### config.mk
export PLATFORM = sky130hd
export DESIGN_NAME = instr_prefetch_queue
export DESIGN_NICKNAME = d
export VERILOG_FILES = /design/src/rtl/instr_prefetch_queue.sv
export SDC_FILE = /design/constraint.sdc
export NUM_CORES = 1
export LEC_CHECK = 0
export BUFFER_PORTS_ARGS = -buffer_cell sky130_fd_sc_hd__buf_4
export CAP_MARGIN = 20
export CORE_ASPECT_RATIO = 0.8
export CORE_MARGIN = 1.5
export CORE_UTILIZATION = 55
export DETAILED_ROUTE_END_ITERATION = 8
export GPL_ROUTABILITY_DRIVEN = 0
export PLACE_DENSITY_LB_ADDON = 0.1
export SETUP_SLACK_MARGIN = 0.5
export SLEW_MARGIN = 20
export SYNTH_ARGS = -nofsm -noshare
export SYNTH_HDL_FRONTEND = slang
export SYNTH_SLANG_ARGS = --single-unit
### constraint.sdc
create_clock -name clk -period 10.05 [get_ports clk]
set_input_delay 1.5075 -clock clk [delete_from_list [all_inputs] [get_ports clk]]
set_output_delay 1.5075 -clock clk [all_outputs]
set_load 0.03 [all_outputs]
### src/rtl/instr_prefetch_queue.sv
// Instruction prefetch queue: credit-limited sequential fetch from a latency-variable
// instruction memory into a small FIFO that feeds the IF/ID register.
module instr_prefetch_queue #(
  parameter int          DEPTH    = 4,
  parameter logic [31:0] RESET_PC = 32'h0000_0000
) (
  input  logic        clk,
  input  logic        rst,
  output logic        mem_req_valid,
  input  logic        mem_req_ready,
  output logic [31:0] mem_req_addr,
  input  logic        mem_rsp_valid,
  input  logic [31:0] mem_rsp_data,
  input  logic        redirect,
  input  logic [31:0] redirect_pc,
  output logic        out_valid,
  input  logic        out_ready,
  output logic [31:0] out_instr,
  output logic [31:0] out_pc,
  output logic [31:0] out_pc_plus_4
);
  localparam int AW = (DEPTH > 2) ? $clog2(DEPTH) : 1;
  localparam int CW = $clog2(DEPTH + 1);
  localparam logic [CW:0] DEPTH_L = (CW+1)'(DEPTH);

  logic [31:0]   fetch_pc_r;
  logic [31:0]   rsp_pc_r;
  logic [31:0]   instr_q_r [DEPTH];
  logic [31:0]   pc_q_r    [DEPTH];
  logic [AW-1:0] wr_ptr_r;
  logic [AW-1:0] rd_ptr_r;
  logic [CW-1:0] count_r;
  logic [CW-1:0] outstanding_r;
  logic [CW-1:0] drop_cnt_r;

  logic [CW:0]   used_s;
  logic          req_fire_s;
  logic          drop_s;
  logic          push_s;
  logic          pop_s;
  logic [CW-1:0] outstanding_nxt_s;
  logic [31:0]   redirect_aligned_s;

  // Credits cover both buffered entries and live (non-dropped) in-flight requests,
  // so every accepted response is guaranteed a FIFO slot.
  assign used_s        = {1'b0, count_r} + {1'b0, outstanding_r} - {1'b0, drop_cnt_r};
  assign mem_req_valid = !rst && !redirect && (used_s < DEPTH_L);
  assign mem_req_addr  = fetch_pc_r;
  assign req_fire_s    = mem_req_valid && mem_req_ready;

  assign drop_s        = mem_rsp_valid && (drop_cnt_r != {CW{1'b0}});
  assign push_s        = mem_rsp_valid && !redirect && (drop_cnt_r == {CW{1'b0}});
  assign outstanding_nxt_s = outstanding_r + CW'(req_fire_s) - CW'(mem_rsp_valid);
  assign redirect_aligned_s = redirect_pc & 32'hFFFF_FFFC;

  assign out_valid     = (count_r != {CW{1'b0}}) && !redirect;
  assign pop_s         = out_valid && out_ready;
  assign out_instr     = instr_q_r[rd_ptr_r];
  assign out_pc        = pc_q_r[rd_ptr_r];
  assign out_pc_plus_4 = out_pc + 32'd4;

  // Fetch/response PCs, credit counters and FIFO storage; redirect overrides all traffic.
  always_ff @(posedge clk) begin
    if (rst) begin
      fetch_pc_r    <= RESET_PC;
      rsp_pc_r      <= RESET_PC;
      wr_ptr_r      <= {AW{1'b0}};
      rd_ptr_r      <= {AW{1'b0}};
      count_r       <= {CW{1'b0}};
      outstanding_r <= {CW{1'b0}};
      drop_cnt_r    <= {CW{1'b0}};
      for (int i = 0; i < DEPTH; i++) begin
        instr_q_r[i] <= 32'h0000_0000;
        pc_q_r[i]    <= 32'h0000_0000;
      end
    end else if (redirect) begin
      // Everything still in flight, including a response landing now, belongs to the old path.
      fetch_pc_r    <= redirect_aligned_s;
      rsp_pc_r      <= redirect_aligned_s;
      wr_ptr_r      <= {AW{1'b0}};
      rd_ptr_r      <= {AW{1'b0}};
      count_r       <= {CW{1'b0}};
      outstanding_r <= outstanding_nxt_s;
      drop_cnt_r    <= outstanding_nxt_s;
    end else begin
      if (req_fire_s) begin
        fetch_pc_r <= fetch_pc_r + 32'd4;
      end else begin
        fetch_pc_r <= fetch_pc_r;
      end
      outstanding_r <= outstanding_nxt_s;
      if (drop_s) begin
        drop_cnt_r <= drop_cnt_r - CW'(1'b1);
      end else begin
        drop_cnt_r <= drop_cnt_r;
      end
      if (push_s) begin
        instr_q_r[wr_ptr_r] <= mem_rsp_data;
        pc_q_r[wr_ptr_r]    <= rsp_pc_r;
        wr_ptr_r            <= wr_ptr_r + AW'(1'b1);
        rsp_pc_r            <= rsp_pc_r + 32'd4;
      end else begin
        wr_ptr_r <= wr_ptr_r;
        rsp_pc_r <= rsp_pc_r;
      end
      if (pop_s) begin
        rd_ptr_r <= rd_ptr_r + AW'(1'b1);
      end else begin
        rd_ptr_r <= rd_ptr_r;
      end
      count_r <= count_r + CW'(push_s) - CW'(pop_s);
    end
  end

endmodule

# Word level (Yosys, flattened, before mapping)
# Memory sizes are Yosys's and may differ from the RTL's. A register that Yosys moved wholly into a read port is not among the register bits.
# Index checks and enable logic that the tools add are counted.
[classes]
add_sub_neg = 12
muxes = 22
n_reduce_logical = 19
n_lt_le_gt_ge = 1
[op_table]
columns = ["operator", "count"]
rows = [
  ["32-bit 2-to-1 mux", 6],
  ["32-bit by 3-bit adder with 32-bit output (second input constant)", 3],
  ["32-bit OR reduction", 2],
  ["2-bit 2-to-1 mux", 6],
  ["1-bit logical AND", 8],
  ["1-bit 2-to-1 mux", 8],
  ["3-bit by 1-bit adder with 3-bit output", 2],
  ["3-bit 2-to-1 mux", 2],
  ["2-bit nonzero test", 3],
  ["3-bit nonzero test", 2],
  ["3-bit by 1-bit subtractor with 3-bit output", 2],
  ["2-bit by 1-bit adder with 2-bit output (second input constant)", 2],
  ["3-bit by 3-bit adder with 4-bit output", 1],
  ["4-bit by 3-bit < comparator with 1-bit output (second input constant)", 1],
  ["4-bit by 3-bit subtractor with 4-bit output", 1],
  ["3-bit logical NOT", 1],
  ["3-bit by 1-bit subtractor with 3-bit output (second input constant)", 1],
  ["1-bit logical NOT", 2],
  ["2-bit OR reduction", 1],
]
[word_totals]
ram_bits = 256
memories = 2
word_cells = 65
input_bits = 70
out_inout_bits = 130
register_bits = 77
[mem_list]
columns = ["memory", "depth", "word_bits", "read_ports", "rd_ports_with_merged_regs", "wr", "line_no", "rtl"]
rows = [
  ["instr_q_r", 4, 32, 1, 1, 4, "28", "logic [31:0] instr_q_r [DEPTH];"],
  ["pc_q_r", 4, 32, 1, 1, 4, "29", "logic [31:0] pc_q_r [DEPTH];"],
]

# Longest topological paths before layout
# Gate-level depths: netlist of run 1.
[logic_depth]
word_depth = 9
ltp_mapped = 16
ltp_nobuf = 16

# Worst setup path before layout of run 1
# OpenSTA, ideal clock, no wires.
[synth_timing]
path_kind = "input-to-reg"
from = "input port mem_rsp_valid"
to = "memory instr_q_r[0][0], enable pin"
setup_slack_ps = 3155
path_buffers = 0
setup_ps = 568
path_stages = 4
arrival_ps = 6327
required_ps = 9482
cell_sequence = "nand3b_1 nor2_1 inv_1 o21ai_0"
[synth_rtl]
columns = ["element", "line_no", "rtl"]
rows = [
  ["start, declared", "12", "input logic mem_rsp_valid,"],
  ["end, declared", "28", ""],
]

==> results of run 1 <==
[sequential cells by signal (all words and copies together) (netlist names), named ones only]
register       count
instr_q_r        128
pc_q_r           120
mem_req_addr      30
rsp_pc_r          30
count_r            3
drop_cnt_r         3
outstanding_r      3
rd_ptr_r           2
wr_ptr_r           2
[cell usage after synthesis, types with 4 or more instances]
cell / number
mux4_1: 5
or4_1: 8
and2_1: 5
a21oi_1: 11
fa_1: 4
inv_1: 88
nor2_1: 231
nand2_1: 105
buf_1: 4
a31oi_1: 10
nor3_1: 9
xnor2_1: 39
edfxtp_1: 248
o211ai_1: 7
o311ai_0: 5
nand4_1: 32
o31a_1: 9
and3_1: 10
buf_4: 6
clkbuf_1: 50
a211oi_1: 9
mux4_2: 57
a21boi_0: 10
dfxtp_1: 75
and4_1: 7
a311oi_1: 6
o21a_1: 25
nor4_1: 6
or3_1: 6
o2111ai_1: 6
nand3_1: 29
buf_2: 8
o21ai_0: 19
xor2_1: 32
ha_1: 12
[final timing paths]
kind | from | end | cells past startpoint
setup / recovery | flop | out_pc_plus_4[21] | 7
hold / removal | rsp_pc_r[3] | rsp_pc_r[3] | 2
setup reg to reg | count_r[1] | drop_cnt_r[2] | 16
hold reg to reg | rsp_pc_r[3] | rsp_pc_r[3] | 2
[worst register-to-register path, cell delays in order (launching register included)]
cell and delay [ns]:
dfxtp_1 0.41, inv_1 0.09, fa_1 0.54, inv_1 0.04, ha_1 0.27, and3b_1 0.20, nor4_4 0.59, o211ai_1 0.39
ha_1 0.39, inv_1 0.04, ha_1 0.18, fa_1 0.40, xnor2_1 0.22, xnor2_1 0.14, nor2_1 0.06, nand2_1 0.08
o21ai_0 0.07
[cells in the final DEF (no fill, tap or decap), types with 11 or more instances in the layout]
cell type    n
buf_4      205
inv_1       87
nor2_1     230
clkbuf_16   35
nand4_1     32
o21a_1      25
dfxtp_1     73
xor2_1      32
nand2_1    104
o21ai_0     16
xnor2_1     39
mux4_2      57
a21oi_1     11
nand3_1     29
edfxtp_1   248
ha_1        12
clkbuf_1    13
[where the power goes]
| group | total (W) | internal, W | switching, W | leakage [nW] |
|---|---|---|---|---|
| Sequential | 0.00159 | 0.00154 | 0.0000515 | 3.19 |
| Combinational | 0.000626 | 0.000220 | 0.000406 | 3.22 |
| Clock | 0.00117 | 0.000679 | 0.000495 | 0.499 |
[metal layers]
| layer | vias to the layer above | global-route usage (%) |
|---|---|---|
| met5 | - | 0 |
| met4 | 0 | 5.28 |
| met3 | 45 | 3.68 |
| met2 | 357 | 37.2 |
| met1 | 5007 | 37.6 |
| li1 | 4783 | - |
[final cells by class]
cell class	count	area [um2]	share of cell area, %
flip-flops and latches	323	8950	50.4
multi-input cells	754	5450	30.7
repair buffers	206	1570	8.81
clock buffers	53	993	5.59
well taps	357	447	2.51
inverters	89	334	1.88
clock inverters	5	30.0	0.169
[metrics by stage]
stage | utilization (%) | instance area, um2 | hold WS, ns
3_5_place_dp | 63.0 | 16800 | 0.524
3_3_place_gp | 62.9 | 16700 | 0.508
6_report | 66.9 | 17800 | 0.535
4_1_cts | 66.9 | 17800 | 0.535
2_1_floorplan | - | 15100 | 0.481
5_1_grt | 66.9 | 17800 | 0.546
[kinds of logic (layout without fill, tap and decap cells)]
| logic type | after synthesis | count (layout) | synth area share [%] |
|---|---|---|---|
| xor+xnor | 71 | 71 | 4.13 |
| mux | 63 | 63 | 9.45 |
| fa+ha+maj | 16 | 16 | 1.53 |
| other cells | 1 | 6 | 0.0249 |
| buf+inv | 165 | 353 | 4.90 |
| compound gates | 125 | 125 | 5.89 |
| simple gates | 473 | 473 | 14.7 |
| flops | 323 | 323 | 59.4 |
==> summary.md, run 1 <==
| Metric | Value |
|---|---|
| Synthesized flop and latch total | `323` |
| Vias per inst | `5.70` |
| Post-synthesis cell type with the largest combined area | `edfxtp_1` |
| Maximum clock path buffer count | `3` |
| Data arrival time of the critical path | `3.69 ns` |
| RSZ-0062 raised after global routing | `no` |
| Hold violation total from the final report | `0` |
| Top delay family on crit path | `simple AND/OR/NAND/NOR gates` |
| Setup TNS | `0 ns` |
| H-tree depth | `2` |
| Synth warnings | `0` |
| Post-synthesis instance total | `1237` |
| Worst EP required | `8.54 ns` |
| Uppermost routed layer | `met4` |
| Sum of overflow across all layers after global routing | `0` |
| Antenna violations before repair | `0` |
| TritonRoute pass-1 iters | `5` |
| List of cells traversed by the critical path | `buf_4 > mux4_2 > nand4_4 > nor2_2 > nand3_1 > xnor2_1 > buf_4` |
| Number of buffers inserted for hold repair after clock tree synthesis | `0` |
| Crit-path max FO | `32` |
| Number of enable-type register cells in the synthesized netlist | `between 200 and 250` |
| Post-synth top area share | `roughly half` |
| Maximum clock frequency | `192 MHz` |
| Number of DRC violations after detailed-routing iteration 0 | `between 700 and 800` |
| # setup viols final | `0` |
| Slew @ Worst Pin | `0.978 ns` |
| Total half-perimeter wirelength after legalization and detailed placement | `21500 um` |
| Static leakage | `6.91 nW` |
| Die Outline Area | `around 0.028 mm2` |
| Delay of the slowest critical-path stage | `0.75 ns` |
| Clock transition at the registers of the reported paths | `roughly 0.06 ns` |
| Crit path time final | `5.20 ns` |
| Mapped Avg Cell Area | `12.2 um2` |
| Final wirelength | `34500 um` |
| Clock tree from TritonCTS | `built` |
| Crit path launch type | `flop` |
| Cell area after technology mapping | `0.0151 mm2` |
| Met3 wire length | `2330 um` |
| Overall Power | `0.00339 W` |
| Area of the core | `0.0266 mm2` |
| Netlist cell types | `between 60 and 70` |
| Min setup slack post-route | `4.85 ns` |
| Starting density of the core | `56.7%` |
| R2R Setup Slk | `5.83 ns` |
| Post-detailed-route count of antenna-violating nets | `0` |
| GR Util All Layers | `24.5%` |
| Wire per inst | `19.3 um` |
| Number of max-cap violations | `0` |
| Clock Root Buffer | `clkbuf_16` |
| Tightest slew margin relative to the limit | `34.5%` |
| Maximum resistive drop on vdd | `0.000150 V` |
| Boundary Pins | `200` |
| Commonest register cell after synthesis | `edfxtp_1` |
| Number of cells upsized or downsized after cts | `0` |
| Fraction of synthesis flops using an asynchronous set or reset pin | `0%` |
| Worst min-delay path class | `reg2reg` |
| Endpoint kind of the worst setup timing path | `output port` |
| Worst path slowest cell | `dfxtp_4` |
| Critical setup path kind | `reg2out` |
| Wire length of the first global-routing pass | `53800 um` |
| Final number of max-transition violations | `0` |
| Most used cell, CP | `buf_4` |
| Post-route met1 wirelength | `16400 um` |
| Final Skew | `about 0.015 ns` |
| Clock latency reported for the late side of the worst-skew pair | `0.50 ns` |
| Clock Sinks | `323` |
| Number of port buffers | `~190` |
| Status | `finished, final reports clean` |
| Cell count after placement | `between 1500 and 2000` |
| Number of global-route vias before repair | `9679` |
| Routed wl met2 | `15300 um` |
| Width of the chip | `188 um` |
| Number of antenna repair diodes | `0` |
| Count of nets after finishing | `1494` |
| Num CTS Buffers | `34` |
| Count of vias placed by the detailed router | `10200` |
| Num rows | `between 50 and 60` |
| Final Cycle Share | `about half` |
| Maximum number of pins on one net before global-route repair | `74` |
| Total power divided by cell area | `191 mW/mm2` |
| Synthesis-to-finish area growth | `17.9%` |
| Buffer count from post-CTS setup fixing | `0` |
| Worst-case setup slack after placement | `5.27 ns` |
| # fillers | `2009` |
| Proportion of layout cells with a drive suffix above 1 | `~23%` |
| Critical path buffers and inverters | `2` |
| Largest cells by area after synthesis | `edfxtp_1, dfxtp_1, mux4_2` |
| Count of unresolved DRC violations after routing | `0` |
| Vertical extent of the die | `151 um` |
| Final cell count without fillers | `1787` |
| Sequential cell area fraction in the yosys report | `59.4%` |
Power figures use the tool's default switching activity.
==> run 2: changes to the inputs <==
==> constraint.sdc (replaced) <==
create_clock -name clk -period 5.3 [get_ports clk]
set_input_delay 0.795 -clock clk [delete_from_list [all_inputs] [get_ports clk]]
set_output_delay 0.795 -clock clk [all_outputs]
set_load 0.03 [all_outputs]
==> run 2 against run 1 <==
Critical path depth fell by 1. Global-route usage up 0.061 points. Setup slack got worse by 3.7 ns. Largest cell class unchanged.
==> summary.md, run 2 (synthesis results as in run 1) <==
| Metric | Value |
|---|---|
| Slew @ Worst Pin | `1.01 ns (was 0.978 ns)` |
| Number of max-cap violations | `0 (unchanged)` |
| Crit-path max FO | `35 (was 32)` |
| Maximum clock path buffer count | `3 (unchanged)` |
| Clock latency reported for the late side of the worst-skew pair | `0.56 ns (was 0.50 ns)` |
| Static leakage | `6.90 nW (was 6.91 nW)` |
| Vertical extent of the die | `151 um (unchanged)` |
| R2R Setup Slk | `1.36 ns (was 5.83 ns)` |
| Biggest register | `instr_q_r (unchanged)` |
| Area of the core | `0.0266 mm2 (unchanged)` |
| TritonRoute pass-1 iters | `5 (unchanged)` |
| Final cell utilization of the core | `66.7% (was 66.9%)` |
| Number of antenna repair diodes | `0 (unchanged)` |
| Min setup slack post-route | `1.16 ns (was 4.85 ns)` |
| Top delay family on crit path | `flip-flops (was simple AND/OR/NAND/NOR gates)` |
| Reg power frac | `47.7% (was 46.9%)` |
| Final Skew | `0.0198 ns (was 0.0151 ns)` |
| Clock transition at the registers of the reported paths | `0.06 ns (about the same)` |
| Width of the chip | `188 um (unchanged)` |
| Critical path buffers and inverters | `1 (was 2)` |
| Hold violation total from the final report | `0 (unchanged)` |
| Critical setup path kind | `reg2out (unchanged)` |
| Switching Share | `28.3% (was 28.1%)` |
| Buffer count from post-CTS setup fixing | `0 (unchanged)` |
| Sum of overflow across all layers after global routing | `0 (unchanged)` |
| Multi-input combinational cell area | `0.00545 mm2 (unchanged)` |
| Num rows | `53 (unchanged)` |
| Number of port buffers | `191 (unchanged)` |
| Worst path slowest cell | `dfxtp_2 (was dfxtp_4)` |
| Count of unresolved DRC violations after routing | `0 (unchanged)` |
| Sequential cell area | `0.00895 mm2 (unchanged)` |
| Worst EP required | `4.51 ns (was 8.54 ns)` |
| Commonest non-fill, non-tap cells in the layout | `edfxtp_1, nor2_1, buf_4 (unchanged)` |
| Post-detailed-route count of antenna-violating nets | `0 (unchanged)` |
| RSZ-0062 raised after global routing | `no (unchanged)` |
| Total power divided by cell area | `356 mW/mm2 (was 191 mW/mm2)` |
| Final Cycle Share | `78.1%` |
| # fillers | `2012 (was 2009)` |
| Boundary Pins | `200 (unchanged)` |
| Die Outline Area | `0.0284 mm2 (unchanged)` |
| Number of global-route vias before repair | `9687 (was 9679)` |
| Starting density of the core | `56.7% (unchanged)` |
| Path length in cells of the critical path | `6 (was 7)` |
| Wire length of the first global-routing pass | `54400 um (was 53800 um)` |
| Num CTS Buffers | `31 (was 34)` |
| Delay of the slowest critical-path stage | `0.96 ns (was 0.75 ns)` |
| Crit path launch type | `flop (unchanged)` |
| Sw Pwr | `0.00179 W (was 0.000952 W)` |
| List of cells traversed by the critical path | `mux4_2 > nand4_4 > nor4_4 > nand4bb_1 > xnor2_1 > buf_4 (was buf_4 > mux4_2 > nand4_4 > nor2_2 > nand3_1 > xnor2_1 > buf_4)` |
| Crit path time final | `4.14 ns` |
| Worst Reg2Reg Path Length in Cells | `16 (unchanged)` |
| Total half-perimeter wirelength after legalization and detailed placement | `22100 um (was 21500 um)` |
| Synthesis-to-finish area growth | `17.6% (was 17.9%)` |
| Endpoint kind of the worst setup timing path | `output port (unchanged)` |
| Clock Power Share | `33.3% (was 34.6%)` |
| Final number of max-transition violations | `0 (unchanged)` |
| Clock Root Buffer | `clkbuf_16 (unchanged)` |
| Leading cell type in the layout, fill and taps excluded | `edfxtp_1 (unchanged)` |
| GR Util All Layers | `24.6% (was 24.5%)` |
| Final wirelength | `34500 um (about the same)` |
| Largest register FFs | `128 (unchanged)` |
| Tightest slew margin relative to the limit | `32.5% (was 34.5%)` |
| Internal power summed over all cells | `0.00453 W (was 0.00244 W)` |
| Status | `finished, final reports clean (unchanged)` |
| Worst min-delay path class | `reg2reg (unchanged)` |
| Clock tree from TritonCTS | `built (unchanged)` |
| Maximum clock frequency | `approximately 240 MHz` |
| Data arrival time of the critical path | `3.35 ns (was 3.69 ns)` |
| Count of nets after finishing | `1495 (was 1494)` |
| Proportion of layout cells with a drive suffix above 1 | `23.3% (was 23.0%)` |
| Vias per inst | `5.63 (was 5.70)` |
| Number of DRC violations after detailed-routing iteration 0 | `858 (was 768)` |
| Clock Sinks | `323 (unchanged)` |
| Registers with the most flip-flops | `instr_q_r x128, pc_q_r x120 (unchanged)` |
| Maximum resistive drop on vdd | `0.000255 V (was 0.000150 V)` |
| Maximum number of pins on one net before global-route repair | `74 (unchanged)` |
| Number of cells upsized or downsized after cts | `0 (unchanged)` |
| Wire per inst | `19.3 um (about the same)` |
| Logic gate share of total power | `18.9% (was 18.5%)` |
| Number of buffers inserted for hold repair after clock tree synthesis | `0 (unchanged)` |
| H-tree depth | `1 (was 2)` |
| Depth of the worst hold-timing path | `2 (unchanged)` |
| Worst-case setup slack after placement | `1.39 ns (was 5.27 ns)` |
| Antenna violations before repair | `0 (unchanged)` |
| # setup viols final | `0 (unchanged)` |
| Count of vias placed by the detailed router | `10100 (was 10200)` |
[run 2: cell count changes in the layout (fill, tap and decap cells not counted), sizes merged]
cell    previous run  this run
buf              206       210
bufinv             0         1
clkbuf            53        40
clkinv             4        17
inv               90        89
[run 2: power groups by stage]
stage	combinational, W	sequential, W	clock, W
after global placement	0.00118	0.00306	0
after CTS	0.00120	0.00301	0.00213
after global routing	0.00129	0.00303	0.00223
after floorplan	0.000784	0.00309	0
final	0.00119	0.00301	0.00210
after detailed placement	0.00120	0.00307	0
[run 2: worst paths after layout]
kind / startpoint / to
max: flop / out_pc_plus_4[26]
min: rsp_pc_r[27] / rsp_pc_r[27]
max reg2reg: count_r[1] / drop_cnt_r[2]
min reg2reg: rsp_pc_r[27] / rsp_pc_r[27]
[run 2: final cells by class]
type | instances | share of cell area [%]
Inverter | 89 | 1.88
Clock buffer | 40 | 4.85
Timing Repair Buffer | 210 | 8.89
Tap cell | 357 | 2.52
Clock inverter | 18 | 0.600
Multi-Input combinational cell | 754 | 30.8
Sequential cell | 323 | 50.5
[run 2: stage by stage]
step | std cells | power [W] | cell area [um2] | setup TNS, ns | hold WS, ns
5_1_grt | 1791 | 0.00655 | 17700 | 0 | 0.537
3_3_place_gp | 1733 | 0.00424 | 16800 | 0 | 0.508
6_report | 1791 | 0.00631 | 17700 | 0 | 0.530
4_1_cts | 1791 | 0.00634 | 17700 | 0 | 0.521
2_1_floorplan | 1242 | 0.00387 | 15100 | -164.14 | 0.481
3_5_place_dp | 1733 | 0.00426 | 16800 | 0 | 0.517
[run 2: tightest hold or removal path, cell delays in order (launching register included)]
cell      delay, ns
dfxtp_1        0.32
o21ai_0        0.08
a311oi_1       0.08
[run 2: metal layers]
metal  global-route usage (%)  share of wire [%]
met5                        0                  0
met4                     4.28                1.2
met3                     3.17                6.7
met2                     37.8                 45
met1                     38.0                 47
==> run 3: changes to the inputs <==
==> constraint.sdc (replaced) <==
create_clock -name clk -period 4.3 [get_ports clk]
set_input_delay 0.645 -clock clk [delete_from_list [all_inputs] [get_ports clk]]
set_output_delay 0.645 -clock clk [all_outputs]
set_load 0.03 [all_outputs]
==> run 3 against run 2 <==
Critical endpoint is now mem_req_valid. Via count is 2.1% higher. Final cell count increased by 0.56%. Register-to-register slack got worse by 0.62 ns. Setup slack worse by 0.42 ns. Hold slack lost 0.091 ns. Non-clock buffer count rose by 6. Critical path depth increased by 4. Cell area up 0.97%. Clock power grew 32%. Count of clock-buffer cells in the layout up 11. Clock skew hardly changed. Sequential share of layout area decreased by 0.46 points.
==> summary.md, run 3 (synthesis results as in run 1) <==
| Metric | Value |
|---|---|
| Maximum number of pins on one net before global-route repair | `74 (unchanged)` |
| Path length in cells of the critical path | `10 (was 6)` |
| Count of nets after finishing | `1504 (was 1495)` |
| Number of port buffers | `191 (unchanged)` |
| Vias per inst | `5.71 (was 5.63)` |
| Vertical extent of the die | `151 um (unchanged)` |
| Final cell utilization of the core | `67.3% (was 66.7%)` |
| Sw Pwr | `0.00225 W (was 0.00179 W)` |
| Largest register FFs | `128 (unchanged)` |
| Endpoint kind of the worst setup timing path | `output port (unchanged)` |
| Start point of the worst min-delay path | `redirect_pc[27] (was rsp_pc_r[27])` |
| Logic gate share of total power | `18.8% (was 18.9%)` |
| Count of unresolved DRC violations after routing | `0 (unchanged)` |
| Switching Share | `28.2% (was 28.3%)` |
| Design area | `0.0179 mm2 (was 0.0177 mm2)` |
| Worst min-delay path class | `in2reg (was reg2reg)` |
| Clock tree from TritonCTS | `built (unchanged)` |
| Hold violation total from the final report | `0 (unchanged)` |
| # setup viols final | `0 (unchanged)` |
| Delay of the slowest critical-path stage | `0.54 ns (was 0.96 ns)` |
| R2R Setup Slk | `0.74 ns (was 1.36 ns)` |
| Final Skew | `0.0194 ns (was 0.0198 ns)` |
| Worst EP required | `3.65 ns (was 4.51 ns)` |
| Synthesis-to-finish area growth | `18.8% (was 17.6%)` |
| Clock transition at the registers of the reported paths | `0.06 ns (about the same)` |
| Registers with the most flip-flops | `instr_q_r x128, pc_q_r x120 (unchanged)` |
| Internal power summed over all cells | `0.00574 W (was 0.00453 W)` |
| Maximum resistive drop on vdd | `0.000273 V (was 0.000255 V)` |
| Num CTS Buffers | `34 (was 31)` |
| Die Outline Area | `0.0284 mm2 (unchanged)` |
| Clock Root Buffer | `clkbuf_16 (unchanged)` |
| Reg power frac | `46.4% (was 47.7%)` |
| Proportion of layout cells with a drive suffix above 1 | `23.9% (was 23.3%)` |
| Antenna violations before repair | `0 (unchanged)` |
| Sequential cell area | `0.00896 mm2 (was 0.00895 mm2)` |
| Final wirelength | `35100 um (was 34500 um)` |
| Maximum clock frequency | `281 MHz` |
| Reg-to-reg endpoint | `drop_cnt_r[2] (unchanged)` |
| Total power divided by cell area | `447 mW/mm2 (was 356 mW/mm2)` |
| Crit-path max FO | `12 (was 35)` |
| Maximum clock path buffer count | `3 (unchanged)` |
| Critical path buffers and inverters | `4 (was 1)` |
| Slew @ Worst Pin | `0.985 ns (was 1.01 ns)` |
| Clock Sinks | `323 (unchanged)` |
| Static leakage | `6.97 nW (was 6.90 nW)` |
| Width of the chip | `188 um (unchanged)` |
| Clock latency reported for the late side of the worst-skew pair | `0.51 ns (was 0.56 ns)` |
| TritonRoute pass-1 iters | `5 (unchanged)` |
| Tightest slew margin relative to the limit | `34.1% (was 32.5%)` |
| Number of antenna repair diodes | `0 (unchanged)` |
| # fillers | `1981 (was 2012)` |
| Clock Power Share | `34.8% (was 33.3%)` |
| Area of the core | `0.0266 mm2 (unchanged)` |
| Final number of max-transition violations | `0 (unchanged)` |
| Leading cell type in the layout, fill and taps excluded | `edfxtp_1 (unchanged)` |
| Multi-input combinational cell area | `0.00546 mm2 (was 0.00545 mm2)` |
| Data arrival time of the critical path | `2.91 ns (was 3.35 ns)` |
| Wire length of the first global-routing pass | `55200 um (was 54400 um)` |
| Final Cycle Share | `82.7%` |
| Post-detailed-route count of antenna-violating nets | `0 (unchanged)` |
| Depth of the worst hold-timing path | `3 (was 2)` |
| List of cells traversed by the critical path | `inv_1 > fa_1 > inv_1 > ha_1 > and3b_1 > nor4_4 > buf_4 > nor2_1 > nor2_1 > buf_4 (was mux4_2 > nand4_4 > nor4_4 > nand4bb_1 > xnor2_1 > buf_4)` |
| Destination of the worst hold path | `mem_req_addr[27] (was rsp_pc_r[27])` |
| H-tree depth | `2 (was 1)` |
| Number of global-route vias before repair | `9962 (was 9687)` |
| RSZ-0062 raised after global routing | `no (unchanged)` |
| Crit path launch type | `flop (unchanged)` |
| Sum of overflow across all layers after global routing | `0 (unchanged)` |
| Number of buffers inserted for hold repair after clock tree synthesis | `0 (unchanged)` |
| RR Startpoint | `count_r[1] (unchanged)` |
| GR Util All Layers | `25.1% (was 24.6%)` |
| Commonest non-fill, non-tap cells in the layout | `edfxtp_1, nor2_1, buf_4 (unchanged)` |
| Boundary Pins | `200 (unchanged)` |
| Num rows | `53 (unchanged)` |
| Placed standard-cell area | `0.0168 mm2 (about the same)` |
| Status | `finished, final reports clean (unchanged)` |
| Count of vias placed by the detailed router | `10300 (was 10100)` |
| Critical setup path kind | `reg2out (unchanged)` |
| Number of DRC violations after detailed-routing iteration 0 | `1022 (was 858)` |
| Number of max-cap violations | `0 (unchanged)` |
| Crit path time final | `3.56 ns` |
| Biggest register | `instr_q_r (unchanged)` |
| Worst Reg2Reg Path Length in Cells | `16 (unchanged)` |
| Wire per inst | `19.5 um (was 19.3 um)` |
| Starting density of the core | `56.7% (unchanged)` |
| Top delay family on crit path | `adder cells (was flip-flops)` |
| Worst path slowest cell | `fa_1 (was dfxtp_2)` |
| Total half-perimeter wirelength after legalization and detailed placement | `22400 um (was 22100 um)` |
## run 3: worst min-delay path: cells and delay by family
kind	cells	cell delay, ns
AO/OA/AOI/OAI	1	0.07
AND/OR/NAND/NOR	1	0.06
buffers and inverters	1	0.12
## run 3: worst max path at each step
| stage | startpoint | endpoint |
|---|---|---|
| 6_report | count_r[1] | mem_req_valid |
| 5_1_grt | flop | out_pc_plus_4[26] |
| 4_1_cts | count_r[1] | drop_cnt_r[2] |
| 3_5_place_dp | count_r[1] | drop_cnt_r[2] |
| 3_3_place_gp | count_r[1] | drop_cnt_r[2] |
| 2_1_floorplan | mem_rsp_valid | instr_q_r[0][0] |
## run 3: what timing repair did
action / in CTS / in global routing
buffers inserted: 2 / 0
gates cloned: 0 / 0
gates resized for setup: 1 / 3
pin swaps: 1 / 0
hold endpoints to repair: 0 / 0
endpoints found under the setup margin: 5 / 2
## run 3: routing by layer
| metal | global-route usage, % | routed length (um) | part of all wire [%] |
|---|---|---|---|
| met5 | 0 | 0 | 0 |
| met2 | 39.1 | 15900 | 45 |
| met3 | 3.73 | 2870 | 8.2 |
| met1 | 37.9 | 15800 | 45 |
| met4 | 5.44 | 508 | 1.4 |
## run 3: power groups by stage
| stage | clock network, W | registers, W | logic [W] |
|---|---|---|---|
| 2_1_floorplan | 0 | 0.00379 | 0.000967 |
| 6_report | 0.00278 | 0.00371 | 0.00150 |
| 4_1_cts | 0.00282 | 0.00371 | 0.00150 |
| 5_1_grt | 0.00295 | 0.00374 | 0.00162 |
| 3_3_place_gp | 0 | 0.00377 | 0.00146 |
| 3_5_place_dp | 0 | 0.00378 | 0.00148 |
## run 3: through the flow
| stage | hold WS [ns] | setup TNS, ns | cells | total power (W) | setup slack, ns |
|---|---|---|---|---|---|
| after floorplan | 0.481 | -12.04 | 1242 | 0.00476 | -0.0647 |
| after global placement | 0.508 | 0 | 1737 | 0.00523 | 0.477 |
| after detailed placement | 0.522 | 0 | 1737 | 0.00526 | 0.359 |
| after CTS | 0.430 | 0 | 1801 | 0.00802 | 0.502 |
| after global routing | 0.451 | 0 | 1801 | 0.00830 | 0.512 |
| final | 0.439 | 0 | 1801 | 0.00800 | 0.742 |
## run 3: layout make-up
| cell class | instances | area share (%) |
|---|---|---|
| clock inverters | 11 | 0.552 |
| well taps | 357 | 2.50 |
| inverters | 89 | 1.87 |
| multi-input cells | 754 | 30.5 |
| clock buffers | 51 | 5.33 |
| repair buffers | 216 | 9.20 |
| flip-flops and latches | 323 | 50.0 |
